$ cat src/rtl/lorenz_frame_streamer.sv
// lorenz_frame_streamer
//
// Decimates the Q16.16 state vector (x, y, z) from lorenz_rk4 and serialises
// each selected sample into a byte frame for the board UART:
//   SYNC_BYTE, x[31:24] .. x[7:0], y[31:24] .. y[7:0], z[31:24] .. z[7:0]
//   [, checksum = XOR of the 12 data bytes]
//
// Optional feature macro: LORENZ_FRAME_CSUM_EN
//   - defined:   a checksum byte is appended (14-byte frame).
//   - undefined: no checksum state or logic (13-byte frame).
//
// Handshake: a byte moves when tx_valid && tx_ready are both high at a rising
// clk edge. Once tx_valid is high it stays high, with tx_data held, until the
// byte is taken. tx_valid stays high for the whole frame. tx_valid and
// tx_data are registered and do not depend combinationally on tx_ready.
//
// Ports:
//   clk        in   rising-edge clock
//   rst_n      in   asynchronous active-low reset
//   in_valid   in   one-cycle strobe, x/y/z hold a new integration step
//   x, y, z    in   32-bit signed Q16.16 state
//   tx_data    out  frame byte
//   tx_valid   out  tx_data valid
//   tx_ready   in   sink accepts the byte
//   busy       out  a frame is in flight (state != IDLE)
//   drop_count out  selected samples lost while busy, saturating at 16'hFFFF
//
// The FSM state is available as the internal signal 'state' (see state_t).
module lorenz_frame_streamer #(
  parameter int unsigned DECIM     = 64,
  parameter logic [7:0]  SYNC_BYTE = 8'hA5
) (
  input  logic        clk,
  input  logic        rst_n,
  input  logic        in_valid,
  input  logic [31:0] x,
  input  logic [31:0] y,
  input  logic [31:0] z,
  output logic [7:0]  tx_data,
  output logic        tx_valid,
  input  logic        tx_ready,
  output logic        busy,
  output logic [15:0] drop_count
);

`ifdef LORENZ_FRAME_CSUM_EN
  typedef enum logic [1:0] {
    ST_IDLE = 2'd0,
    ST_SYNC = 2'd1,
    ST_DATA = 2'd2,
    ST_CSUM = 2'd3
  } state_t;
`else
  typedef enum logic [1:0] {
    ST_IDLE = 2'd0,
    ST_SYNC = 2'd1,
    ST_DATA = 2'd2
  } state_t;
`endif

  localparam logic [15:0] DCNT_LAST = 16'(DECIM - 1);
  localparam logic [3:0]  LAST_BIDX = 4'd11;

  state_t      state, state_nxt;
  logic [3:0]  bidx, bidx_nxt;
  logic [15:0] dcnt;
  logic [95:0] snap;
  logic [95:0] snap_shift;
  logic [7:0]  tx_data_nxt;
  logic        tx_valid_nxt;
  logic        selected;
  logic        capture;
  logic        drop;
  logic        hs;

`ifdef LORENZ_FRAME_CSUM_EN
  logic [7:0]  csum, csum_nxt;
`endif

  // Selection uses the registered state: a sample that coincides with the
  // last byte of the previous frame still sees a non-IDLE state and is lost.
  assign selected = in_valid && (dcnt == DCNT_LAST);
  assign capture  = selected && (state == ST_IDLE);
  assign drop     = selected && (state != ST_IDLE);
  assign hs       = tx_valid && tx_ready;
  assign busy     = (state != ST_IDLE);

  // Decimation counter, snapshot and drop counter run independently of the FSM.
  always_ff @(posedge clk or negedge rst_n) begin
    if (!rst_n) begin
      dcnt       <= 16'd0;
      snap       <= 96'd0;
      drop_count <= 16'd0;
    end else begin
      if (in_valid) begin
        dcnt <= (dcnt == DCNT_LAST) ? 16'd0 : dcnt + 16'd1;
      end
      if (capture) begin
        snap <= {x, y, z};
      end
      if (drop && (drop_count != 16'hFFFF)) begin
        drop_count <= drop_count + 16'd1;
      end
    end
  end

  // State register (FSM state plus the registered output bytes).
  always_ff @(posedge clk or negedge rst_n) begin
    if (!rst_n) begin
      state    <= ST_IDLE;
      bidx     <= 4'd0;
      tx_data  <= 8'd0;
      tx_valid <= 1'b0;
`ifdef LORENZ_FRAME_CSUM_EN
      csum     <= 8'd0;
`endif
    end else begin
      state    <= state_nxt;
      bidx     <= bidx_nxt;
      tx_data  <= tx_data_nxt;
      tx_valid <= tx_valid_nxt;
`ifdef LORENZ_FRAME_CSUM_EN
      csum     <= csum_nxt;
`endif
    end
  end

  // Next-state logic.
  always_comb begin
    state_nxt = state;
    bidx_nxt  = bidx;
    case (state)
      ST_IDLE: begin
        if (capture) state_nxt = ST_SYNC;
      end
      ST_SYNC: begin
        if (hs) begin
          state_nxt = ST_DATA;
          bidx_nxt  = 4'd0;
        end
      end
      ST_DATA: begin
        if (hs) begin
          if (bidx == LAST_BIDX) begin
`ifdef LORENZ_FRAME_CSUM_EN
            state_nxt = ST_CSUM;
`else
            state_nxt = ST_IDLE;
`endif
          end else begin
            bidx_nxt = bidx + 4'd1;
          end
        end
      end
`ifdef LORENZ_FRAME_CSUM_EN
      ST_CSUM: begin
        if (hs) state_nxt = ST_IDLE;
      end
`endif
      default: state_nxt = ST_IDLE;
    endcase
  end

`ifdef LORENZ_FRAME_CSUM_EN
  // Running XOR of data bytes as they are accepted; cleared per frame.
  always_comb begin
    csum_nxt = csum;
    if (capture) begin
      csum_nxt = 8'd0;
    end else if ((state == ST_DATA) && hs) begin
      csum_nxt = csum ^ tx_data;
    end
  end
`endif

  // Output logic: the byte to present after the coming edge is decoded from
  // the next state, so tx_data/tx_valid come straight out of flops. When the
  // sink stalls, the next state and index equal the current ones, so the
  // same byte is re-selected and tx_data stays stable.
  always_comb begin
    snap_shift   = snap << {bidx_nxt, 3'b000};
    tx_valid_nxt = (state_nxt != ST_IDLE);
    tx_data_nxt  = 8'd0;
    case (state_nxt)
      ST_SYNC: tx_data_nxt = SYNC_BYTE;
      ST_DATA: tx_data_nxt = snap_shift[95:88];
`ifdef LORENZ_FRAME_CSUM_EN
      ST_CSUM: tx_data_nxt = csum_nxt;
`endif
      default: tx_data_nxt = 8'd0;
    endcase
  end

endmodule
$ cat config.mk
export PLATFORM = sky130hd
export DESIGN_NAME = lorenz_frame_streamer
export DESIGN_NICKNAME = d
export VERILOG_FILES = /design/src/rtl/lorenz_frame_streamer.sv
export SDC_FILE = /design/constraint.sdc
export NUM_CORES = 1
export LEC_CHECK = 0
export CAP_MARGIN = 20
export CORE_ASPECT_RATIO = 1.2
export CORE_MARGIN = 2
export CORE_UTILIZATION = 47
export DETAILED_ROUTE_END_ITERATION = 6
export GPL_ROUTABILITY_DRIVEN = 0
export PLACE_DENSITY = 0.76
export SYNTH_ARGS = -nofsm -noshare
export SYNTH_HDL_FRONTEND = slang
export SYNTH_SLANG_ARGS = --single-unit
$ cat constraint.sdc
create_clock -name clk -period 2.84 [get_ports clk]
set_input_delay 0.852 -clock clk [delete_from_list [all_inputs] [get_ports clk]]
set_output_delay 0.852 -clock clk [all_outputs]
set_load 0.005 [all_outputs]
======== Word level (Yosys, flattened, before mapping) ========
Cells that the tools add are included.
word-level totals
  flip-flop bits (word level) ............. 143
  input bits .............................. 100
  output and inout bits ................... 26
  logic and storage cells ................. 37
cells by class
  add/sub/neg operators ................... 3
  equal/unequal tests ..................... 7
  shift-type cells ........................ 1
  multiplexer cells ....................... 11
  reduce and logical (&&, ||, !) cells .... 8
operators by type and width
  operator                 number
  $shl A96 B7 Y96          1
  $add A16 B1 Y16 const B  2
  $eq A16 B6 Y1 const B    1
  $mux W16                 1
  $ne A16 B16 Y1 const B   1
  $pmux W8 S2              1
  $mux W4                  3
  $mux W2                  4
  $pmux W4 S2              1
  $pmux W2 S3              1
  $logic_and A1 B1 Y1      5
  $add A4 B1 Y4 const B    1
  $eq A2 B1 Y1 const B     2
  $eq A2 B2 Y1 const B     2
  $eq A4 B4 Y1 const B     1
  $reduce_bool A2 Y1       2
  $logic_not A2 Y1         1

======== Depth between registers and ports, before layout ========
Gate-level depths: netlist (run 1).
  word-level depth ........................ 7
  gate-level depth with buffers ........... 11

======== Worst setup path after synthesis (run 1) ========
OpenSTA, ideal clock, no wires.
  kind .................................... input -> register
  start point ............................. in in_valid
  end point ............................... reg tx_data[5]
  library setup time ...................... 0.138 ns
  data arrival time ....................... 3.211 ns
  required time ........................... 2.702 ns
  setup slack ............................. -0.510 ns
  stages on the path ...................... 10
  cell sequence ........................... clkbuf_1 > nand4_1 > nor3_4 > o21ai_0 > a21o_1 > ha_1 > nand2_1 > or3_1 > a311oi_1 > or4_1
on the way
  cells in the longest elaborated chain, start to end .. 6
ends and longest elaborated chain
  element                                              RTL line  text
  start: declaration                                   35        input logic in_valid,
  $logic_and A1 B1 Y1 (*)                              82        assign selected = in_valid && (dcnt == DCNT_LAST);
  $logic_and A1 B1 Y1 (*)                              83        assign capture = selected && (state == ST_IDLE);
  $mux W2 (*)                                          134       if (capture) state_nxt = ST_SYNC;
  $pmux W2 S3 (*)                                      132       case (state)
  $eq A2 B2 Y1 / $eq A2 B1 Y1 (equally long branches)  184       case (state_nxt)
  $pmux W8 S2 (*)                                      184
  net tx_data_nxt[5]                                   69        logic [7:0] tx_data_nxt;
  end signal: assignment                               120       tx_data <= tx_data_nxt;
  end: declaration                                     39        output logic [7:0] tx_data,
Mark *: on every way through the listed nets, which the timed path passes. The rest lies on a longest branch.
A chain may end at the register's enable or synchronous reset.

======== Worst setup path in the final report (run 1) ========
  start point ............................. reg bidx[0]
  end point ............................... reg tx_data[2]
on the way
  cells in the longest elaborated chain, start to end .. 6
ends and longest elaborated chain
  element                                               RTL line  text
  start: declaration                                    65        logic [3:0] bidx, bidx_nxt;
  start signal: assignment                              119       bidx <= bidx_nxt;
  $add A4 B1 Y4 / $eq A4 B4 Y1 (equally long branches)  151, 144
  $mux W4 / $mux W2 (equally long branches)             144       if (bidx == LAST_BIDX) begin
  $mux W4 / $mux W2 (equally long branches)             143       if (hs) begin
  $pmux W4 S2 / $pmux W2 S3 (equally long branches)     132
  $shl A96 B7 Y96, or another cell as far along         181       snap_shift = snap << {bidx_nxt, 3'b000};
  $pmux W8 S2 (*)                                       184
  net tx_data_nxt[2]                                    69
Marked as above.

==> results of run 1 <==
## report_power, final
part	leakage [nW]	internal, mW	switching (mW)
logic	2.18	0.509	0.367
clock network	0.310	1.52	0.893
registers	1.98	2.29	0.173
total	4.47	4.31	1.43
## worst reg2reg max path: cells and delay by family, from the launching register on
kind / cells / cell delay, ns
and+or+nand+nor: 6 / 1.30
AOI/OAI and AO/OA: 3 / 0.52
adders and majority gates: 2 / 0.51
DFF: 1 / 0.40
## kinds of logic (layout without fill, tap and decap cells)
group	after synthesis	in the layout	synth area share, %
buffers and inverters	46	235	3.290
AOI/OAI and AO/OA	69	69	7.837
adders and majority gates	11	11	2.033
muxes	119	119	19.39
and+or+nand+nor	136	136	10.96
DFF	143	143	52.87
xor gates and xnor gates	28	28	3.623
## area by class of cell
type	instances	area share [%]
Clock buffer	19	4.742
Clock inverter	13	2.117
Inverter	21	0.8439
Multi-Input combinational cell	363	33.01
Sequential cell	143	38.31
Tap cell	175	2.344
Timing Repair Buffer	182	18.63
## repair_timing
| action | 4_1_cts | 5_1_grt |
|---|---|---|
| pin swaps | 1 | 10 |
| gates cloned | 0 | 0 |
| buffers inserted | 0 | 7 |
| gates resized for setup | 5 | 20 |
| endpoints found under the setup margin | 7 | 7 |
## registers in the layout, indices dropped and copies added, names as in the netlist
name / cells
snap: 96
drop_count: 16
dcnt: 16
state: 2
tx_valid: 1
tx_data: 8
bidx: 4
## Yosys cell counts, types with 2 or more instances
master,count
dfrtp_1,143
mux2_2,83
nand2_1,33
mux2i_1,22
a211oi_1,21
inv_1,18
nor2_1,17
xnor2_1,16
and3_1,14
mux2_1,14
nand4_1,14
nand3_1,13
xor2_1,12
a211o_1,11
clkbuf_1,11
ha_1,11
a31oi_1,10
and2_1,10
nor3_1,9
a21oi_1,7
buf_2,7
buf_6,5
nor4_1,5
or3_1,4
a221oi_1,3
and4_1,3
inv_2,3
a2111oi_0,2
a311o_1,2
and3b_1,2
o211ai_1,2
o21a_1,2
o21ai_0,2
or4_1,2
## per-stage QoR
step | total power, mW | std cells | setup TNS (ns)
floorplan | 2.884 | 552 | -0.5183
global placement | 3.250 | 877 | -3.310
detailed placement | 3.305 | 877 | -3.999
CTS | 5.728 | 909 | 0
global route | 5.969 | 916 | -0.03802
finish | 5.743 | 916 | 0
## final timing paths
| kind | endpoint | slack (ns) | startpoint | cells past startpoint |
|---|---|---|---|---|
| worst max register to register | tx_data[2]$_DFF_PN0_ | 0.06 | bidx[0]$_DFF_PN0_ | 11 |
| min in group clk | dcnt[15]$_DFFE_PN0P_ | 0.47 | dcnt[15]$_DFFE_PN0P_ | 1 |
| max in group asynchronous | snap[0]$_DFFE_PN0P_ | 1.72 | rst_n | 2 |
| worst min-delay path | dcnt[15]$_DFFE_PN0P_ | 0.41 | rst_n | 1 |
| worst min register to register | dcnt[15]$_DFFE_PN0P_ | 0.47 | dcnt[15]$_DFFE_PN0P_ | 1 |
| worst max-delay path | tx_data[2]$_DFF_PN0_ | 0.06 | bidx[0]$_DFF_PN0_ | 11 |
## layer usage
metal / vias to the layer above / global-route usage [%]
li1: 2357 / -
met1: 2574 / 27.24
met2: 179 / 38.16
met3: 34 / 4.698
met4: 0 / 8.333
met5: - / 0
==> out/summary.txt, run 1 <==
buffers plus inverters on the worst setup path -> 0
relative slew slack -> 60.81%
number of clock buffers inserted by TritonCTS -> 17
Detailed Route WL -> 16.84 mm
most frequent CP cell -> or3_4
Synth Instances -> 552
full die area -> 15380 sq um
fill cell count -> 1052
first drt pass iteration count -> 4
Largest stage delay, worst path -> 0.41 ns
Port Buffers -> 125
flops & latches, synth -> 143
Placement Setup Slack -> -0.5278 ns
core box area -> 14230 sq um
Post-DP HPWL -> 12.08 mm
CP Class -> register to register
final hold slack -> 0.4081 ns
io pins -> 126
mapped cell area -> 6769 sq um
post-synthesis cell type count -> 53
area delta synth->final -> 37.99%
CP cell instances -> ha_2 -> and3b_2 -> nand2_1 -> a21oi_1 -> o21a_1 -> or3_4 -> ha_4 -> nand2_4 -> or3_4 -> a311o_1 -> nand4_1
CTS tree -> yes
clk buf depth -> 2
share of cells above drive strength 1 -> 27.53%
commonest cells after routing, fill and taps aside -> dfrtp_1 (143), clkdlybuf4s50_1 (122), mux2_2 (83), buf_4 (52), nand2_1 (32)
antenna violations before repair -> 0
kind of end point of the critical path -> register
GRT overflow -> 0
Post-synth EDFFs -> 0
Placed Area -> 8564 sq um
FFs w/ async S/R, synth -> 100.0%
Layout Utilization -> 65.62%
number of routed nets with antenna violations -> 0
Worst Tran Pin Value -> 0.5878 ns
Top FF cell, synth -> dfrtp_1
status -> finished, final reports clean
DR iter-0 viols -> 335
delay-heaviest family, CP -> simple AND/OR/NAND/NOR gates
Avg Inst Size Synth -> 12.26 sq um
largest net degree at the start of global routing -> 63
Final period util -> 97.90%
CP Max Fanout -> 4
Initial Util -> 47.56%
Peak supply drop -> 386.9 uV
Max Cap Viol -> 0
Die X -> 113.6 um
Die H -> 135.5 um
routed wl met2 -> 8.689 mm
dominant cell type by area after synthesis -> dfrtp_1
CTS Root Cell -> clkbuf_16
routed via count -> 5144
vias in the first global route -> 5296
Worst Path Required -> 3.18 ns
Pwr Density -> 614.9 nW/um^2
Layout Nets -> 839
H-tree depth -> 4
Max Clock Skew -> 0.006796 ns
number of diodes -> 0
first-pass GRT wire length -> 26.35 mm
met3 wire len -> 838 um
Worst-path clk slew -> 0.06 ns
fin. max-slew vios -> 0
CP max-delay cell -> or3_4
sequential share of the synthesized area -> 52.87%
Fin. Hold Viols -> 0
hold_buf cts -> 0
post-route setup slack -> 0.05969 ns
Ys Warns -> 0
commonest non-fill, non-tap cell in the layout -> dfrtp_1
Period minus WS final -> 2.780 ns
Net Count, Synth -> 663
Max Freq -> 0.3597 GHz
residual DRC count -> 0
FP Rows -> 48
multi-input logic area -> 3083 sq um
Arrival @ worst endpoint -> 3.12 ns
LEAKAGE -> 4.470 nW
wire length per cell -> 18.39 um
met1 wire length -> 6.849 mm
clk_lat worst skew -> 0.42 ns
share of the synthesized area in the top cell type -> 52.87%
# setup viols final -> 0
gr usage total -> 22.08%
final instance area -> 9340 sq um
crit start category -> register
Tightest Hold Check Type -> input pin to async pin
FF/Latch Area -> 3578 sq um
synth top area cells -> dfrtp_1 (53%), mux2_2 (14%), mux2i_1 (3.3%)
top sig layer -> met4
Clock Sinks -> 143
Via density -> 5.616
Power figures use the tool's default switching activity.
==> run 2, diff against run 1 <==
--- a/config.mk
+++ b/config.mk
@@ -8,10 +8,10 @@
 export CAP_MARGIN = 20
 export CORE_ASPECT_RATIO = 1.2
 export CORE_MARGIN = 2
-export CORE_UTILIZATION = 47
+export CORE_UTILIZATION = 50
 export DETAILED_ROUTE_END_ITERATION = 6
 export GPL_ROUTABILITY_DRIVEN = 0
-export PLACE_DENSITY = 0.76
+export PLACE_DENSITY = 0.77
 export SYNTH_ARGS = -nofsm -noshare
 export SYNTH_HDL_FRONTEND = slang
 export SYNTH_SLANG_ARGS = --single-unit
==> constraint.sdc (replaced) <==
create_clock -name clk -period 3.3 [get_ports clk]
set_input_delay 0.99 -clock clk [delete_from_list [all_inputs] [get_ports clk]]
set_output_delay 0.99 -clock clk [all_outputs]
set_load 0.005 [all_outputs]
==> out/summary.txt, run 2 (synthesis gave the netlist of run 1 again) <==
status -> finished, final reports clean
final instance area -> 9116 sq um (-2.4%)
number of flip-flops in the largest register -> 96 (unchanged)
CTS tree -> yes
commonest cells after routing, fill and taps aside -> dfrtp_1 (143), clkdlybuf4s50_1 (124), mux2_2 (83), buf_4 (34), nand2_1 (33)
DR iter-0 viols -> 318 (-5.1%)
vias in the first global route -> 5346 (+0.94%)
CP Max Fanout -> 4 (unchanged)
Comb power frac -> 13.9% (-1.4 points)
fin. max-slew vios -> 0 (unchanged)
post-route insts no fill -> 890 (-2.8%)
clk_lat worst skew -> 0.42 ns (about the same)
PostCTS Resize Cnt -> 0 (-5)
RSZ-0062 raised after global routing -> no
Initial Util -> 51.13% (+3.6 points)
fill cell count -> 966 (-8.2%)
setup TNS -> 0 ns (unchanged)
Via density -> 5.630 (+0.26%)
Arrival @ worst endpoint -> 3.52 ns (+0.40 ns)
Post-DP HPWL -> 12.01 mm (-0.60%)
Worst Setup SP -> tx_ready
internal power -> 3.769 mW (-13%)
Worst-path clk slew -> 0.06 ns (about the same)
kind of end point of the critical path -> register
Port Buffers -> 125 (unchanged)
wire length per cell -> 18.33 um (-0.31%)
Max Clock Skew -> 0.009613 ns (+0.002818 ns)
R2R Path Start -> dcnt[6]$_DFFE_PN0P_
Crit Reg-Reg Endpoint -> tx_data[1]$_DFF_PN0_
Fin. Hold Viols -> 0 (unchanged)
largest net degree at the start of global routing -> 67 (+6.3%)
Worst Tran Pin Value -> 0.6408 ns (+0.05301 ns)
CTS Root Cell -> clkbuf_16
antenna violations before repair -> 0 (unchanged)
Period minus WS final -> 3.168 ns
Worst Path Required -> 3.66 ns (+0.48 ns)
Worst path depth -> 11 (unchanged)
LEAKAGE -> 4.353 nW (-2.6%)
# setup viols final -> 0 (unchanged)
Layout Nets -> 821 (-2.1%)
postcts setup bufs -> 0 (unchanged)
H-tree depth -> 4 (unchanged)
Peak supply drop -> 371.2 uV (-4.1%)
hold_buf cts -> 0 (unchanged)
core box area -> 13240 sq um (-7.0%)
Detailed Route WL -> 16.31 mm (-3.1%)
FP Rows -> 46 (-4.2%)
number of clock buffers inserted by TritonCTS -> 17 (unchanged)
commonest non-fill, non-tap cell in the layout -> dfrtp_1
GRT overflow -> 0 (unchanged)
final hold slack -> 0.4721 ns (+0.06396 ns)
first-pass GRT wire length -> 26.14 mm (-0.79%)
CP cell instances -> clkdlybuf4s50_1 -> and2_1 -> nand2_1 -> a21oi_1 -> o21a_1 -> or3_1 -> ha_4 -> buf_4 -> nand4_1 -> nor4_1 -> a211o_1
routed via count -> 5011 (-2.6%)
first drt pass iteration count -> 4 (unchanged)
placed insts -> 859 (-2.1%)
delay-heaviest family, CP -> simple AND/OR/NAND/NOR gates
Final period util -> 95.99%
biggest regs -> snap: 96 flops, dcnt: 16 flops, drop_count: 16 flops
Total Power -> 4.914 mW (-14%)
Placed Area -> 8461 sq um (-1.2%)
clk buf depth -> 2 (unchanged)
Largest stage delay, worst path -> 0.49 ns (+0.08 ns)
Max Freq -> 0.3157 GHz
gr usage total -> 23.33% (+1.3 points)
number of routed nets with antenna violations -> 0 (unchanged)
Clock power frac -> 43.0% (+1.1 points)
largest reg by FF count -> snap
CP Class -> input pin to register
Reg power frac -> 43.2% (+0.4 points)
Tightest Hold Check Type -> register to register
R2R depth -> 9 (-2)
relative slew slack -> 57.28% (-3.5 points)
CP max-delay cell -> nor4_1
Max Cap Viol -> 0 (unchanged)
io pins -> 126 (unchanged)
Die X -> 110.2 um (-2.9%)
Clock Sinks -> 143 (unchanged)
share of cells above drive strength 1 -> 22.71% (-4.8 points)
Psw -> 1.145 mW (-20%)
flop-to-flop setup slack -> 0.34 ns (+0.28 ns)
switching share of power -> 23.30% (-1.6 points)
Die H -> 131.5 um (-3.0%)
number of diodes -> 0 (unchanged)
Pwr Density -> 539.0 nW/um^2 (-12%)
crit start category -> input pin
buffers plus inverters on the worst setup path -> 2 (+2)
area delta synth->final -> 34.68%
Worst Setup EP -> tx_data[1]$_DFF_PN0_
full die area -> 14490 sq um (-5.8%)
residual DRC count -> 0 (unchanged)
[run 2: cell types whose count changed in the layout (fill, tap and decap cells not counted), sizes merged]
cell           previous run  this run
buf                      58        40
inv                      28        21
clkinv                    1         4
clkbuf                   20        22
clkdlybuf4s50           122       124
bufinv                    4         5
clkinvlp                  1         0
dlymetal6s2s              1         0
[run 2: power by group through the flow]
stage	combinational, mW	sequential, mW	clock (mW)
after floorplan	0.386	2.09	0
after global placement	0.655	2.13	0
after detailed placement	0.685	2.15	0
after CTS	0.691	2.12	2.13
after global routing	0.757	2.15	2.21
final	0.681	2.12	2.11
[run 2: per-stage QoR]
step | util, % | setup WS [ns]
2_1_floorplan | - | 0.05688
3_3_place_gp | 63.91 | -0.1207
3_5_place_dp | 63.91 | -0.1983
4_1_cts | 68.87 | 0.2095
5_1_grt | 68.87 | 0.08404
6_report | 68.87 | 0.1324
[run 2: layout make-up]
class / instances / area, sq um / area share [%]
sequential: 143 / 3578 / 39.25
timing repair buffer: 164 / 1608 / 17.64
inverter: 21 / 78.83 / 0.8647
tap: 168 / 210.2 / 2.306
clock buffer: 22 / 474.2 / 5.202
clock inverter: 9 / 181.4 / 1.990
multi-input combinational: 363 / 2985 / 32.75
[run 2: how the worst min path moves through the flow]
stage / startpoint / end / slack [ns] / depth (start not counted)
2_1_floorplan: dcnt[4]$_DFFE_PN0P_ / dcnt[4]$_DFFE_PN0P_ / 0.44 / 1
3_3_place_gp: dcnt[4]$_DFFE_PN0P_ / dcnt[4]$_DFFE_PN0P_ / 0.45 / 1
3_5_place_dp: dcnt[4]$_DFFE_PN0P_ / dcnt[4]$_DFFE_PN0P_ / 0.46 / 1
4_1_cts: dcnt[4]$_DFFE_PN0P_ / dcnt[4]$_DFFE_PN0P_ / 0.48 / 1
5_1_grt: dcnt[4]$_DFFE_PN0P_ / dcnt[4]$_DFFE_PN0P_ / 0.49 / 1
6_report: dcnt[4]$_DFFE_PN0P_ / dcnt[4]$_DFFE_PN0P_ / 0.47 / 1
[run 2: per-layer routing]
| layer | vias up | part of all wire (%) | GRT usage (%) |
|---|---|---|---|
| met4 | 0 | 2.4 | 8.681 |
| met2 | 135 | 52 | 40.29 |
| li1 | 2331 | - | - |
| met5 | - | 0 | 0 |
| met3 | 28 | 4.5 | 4.663 |
| met1 | 2517 | 41 | 28.32 |
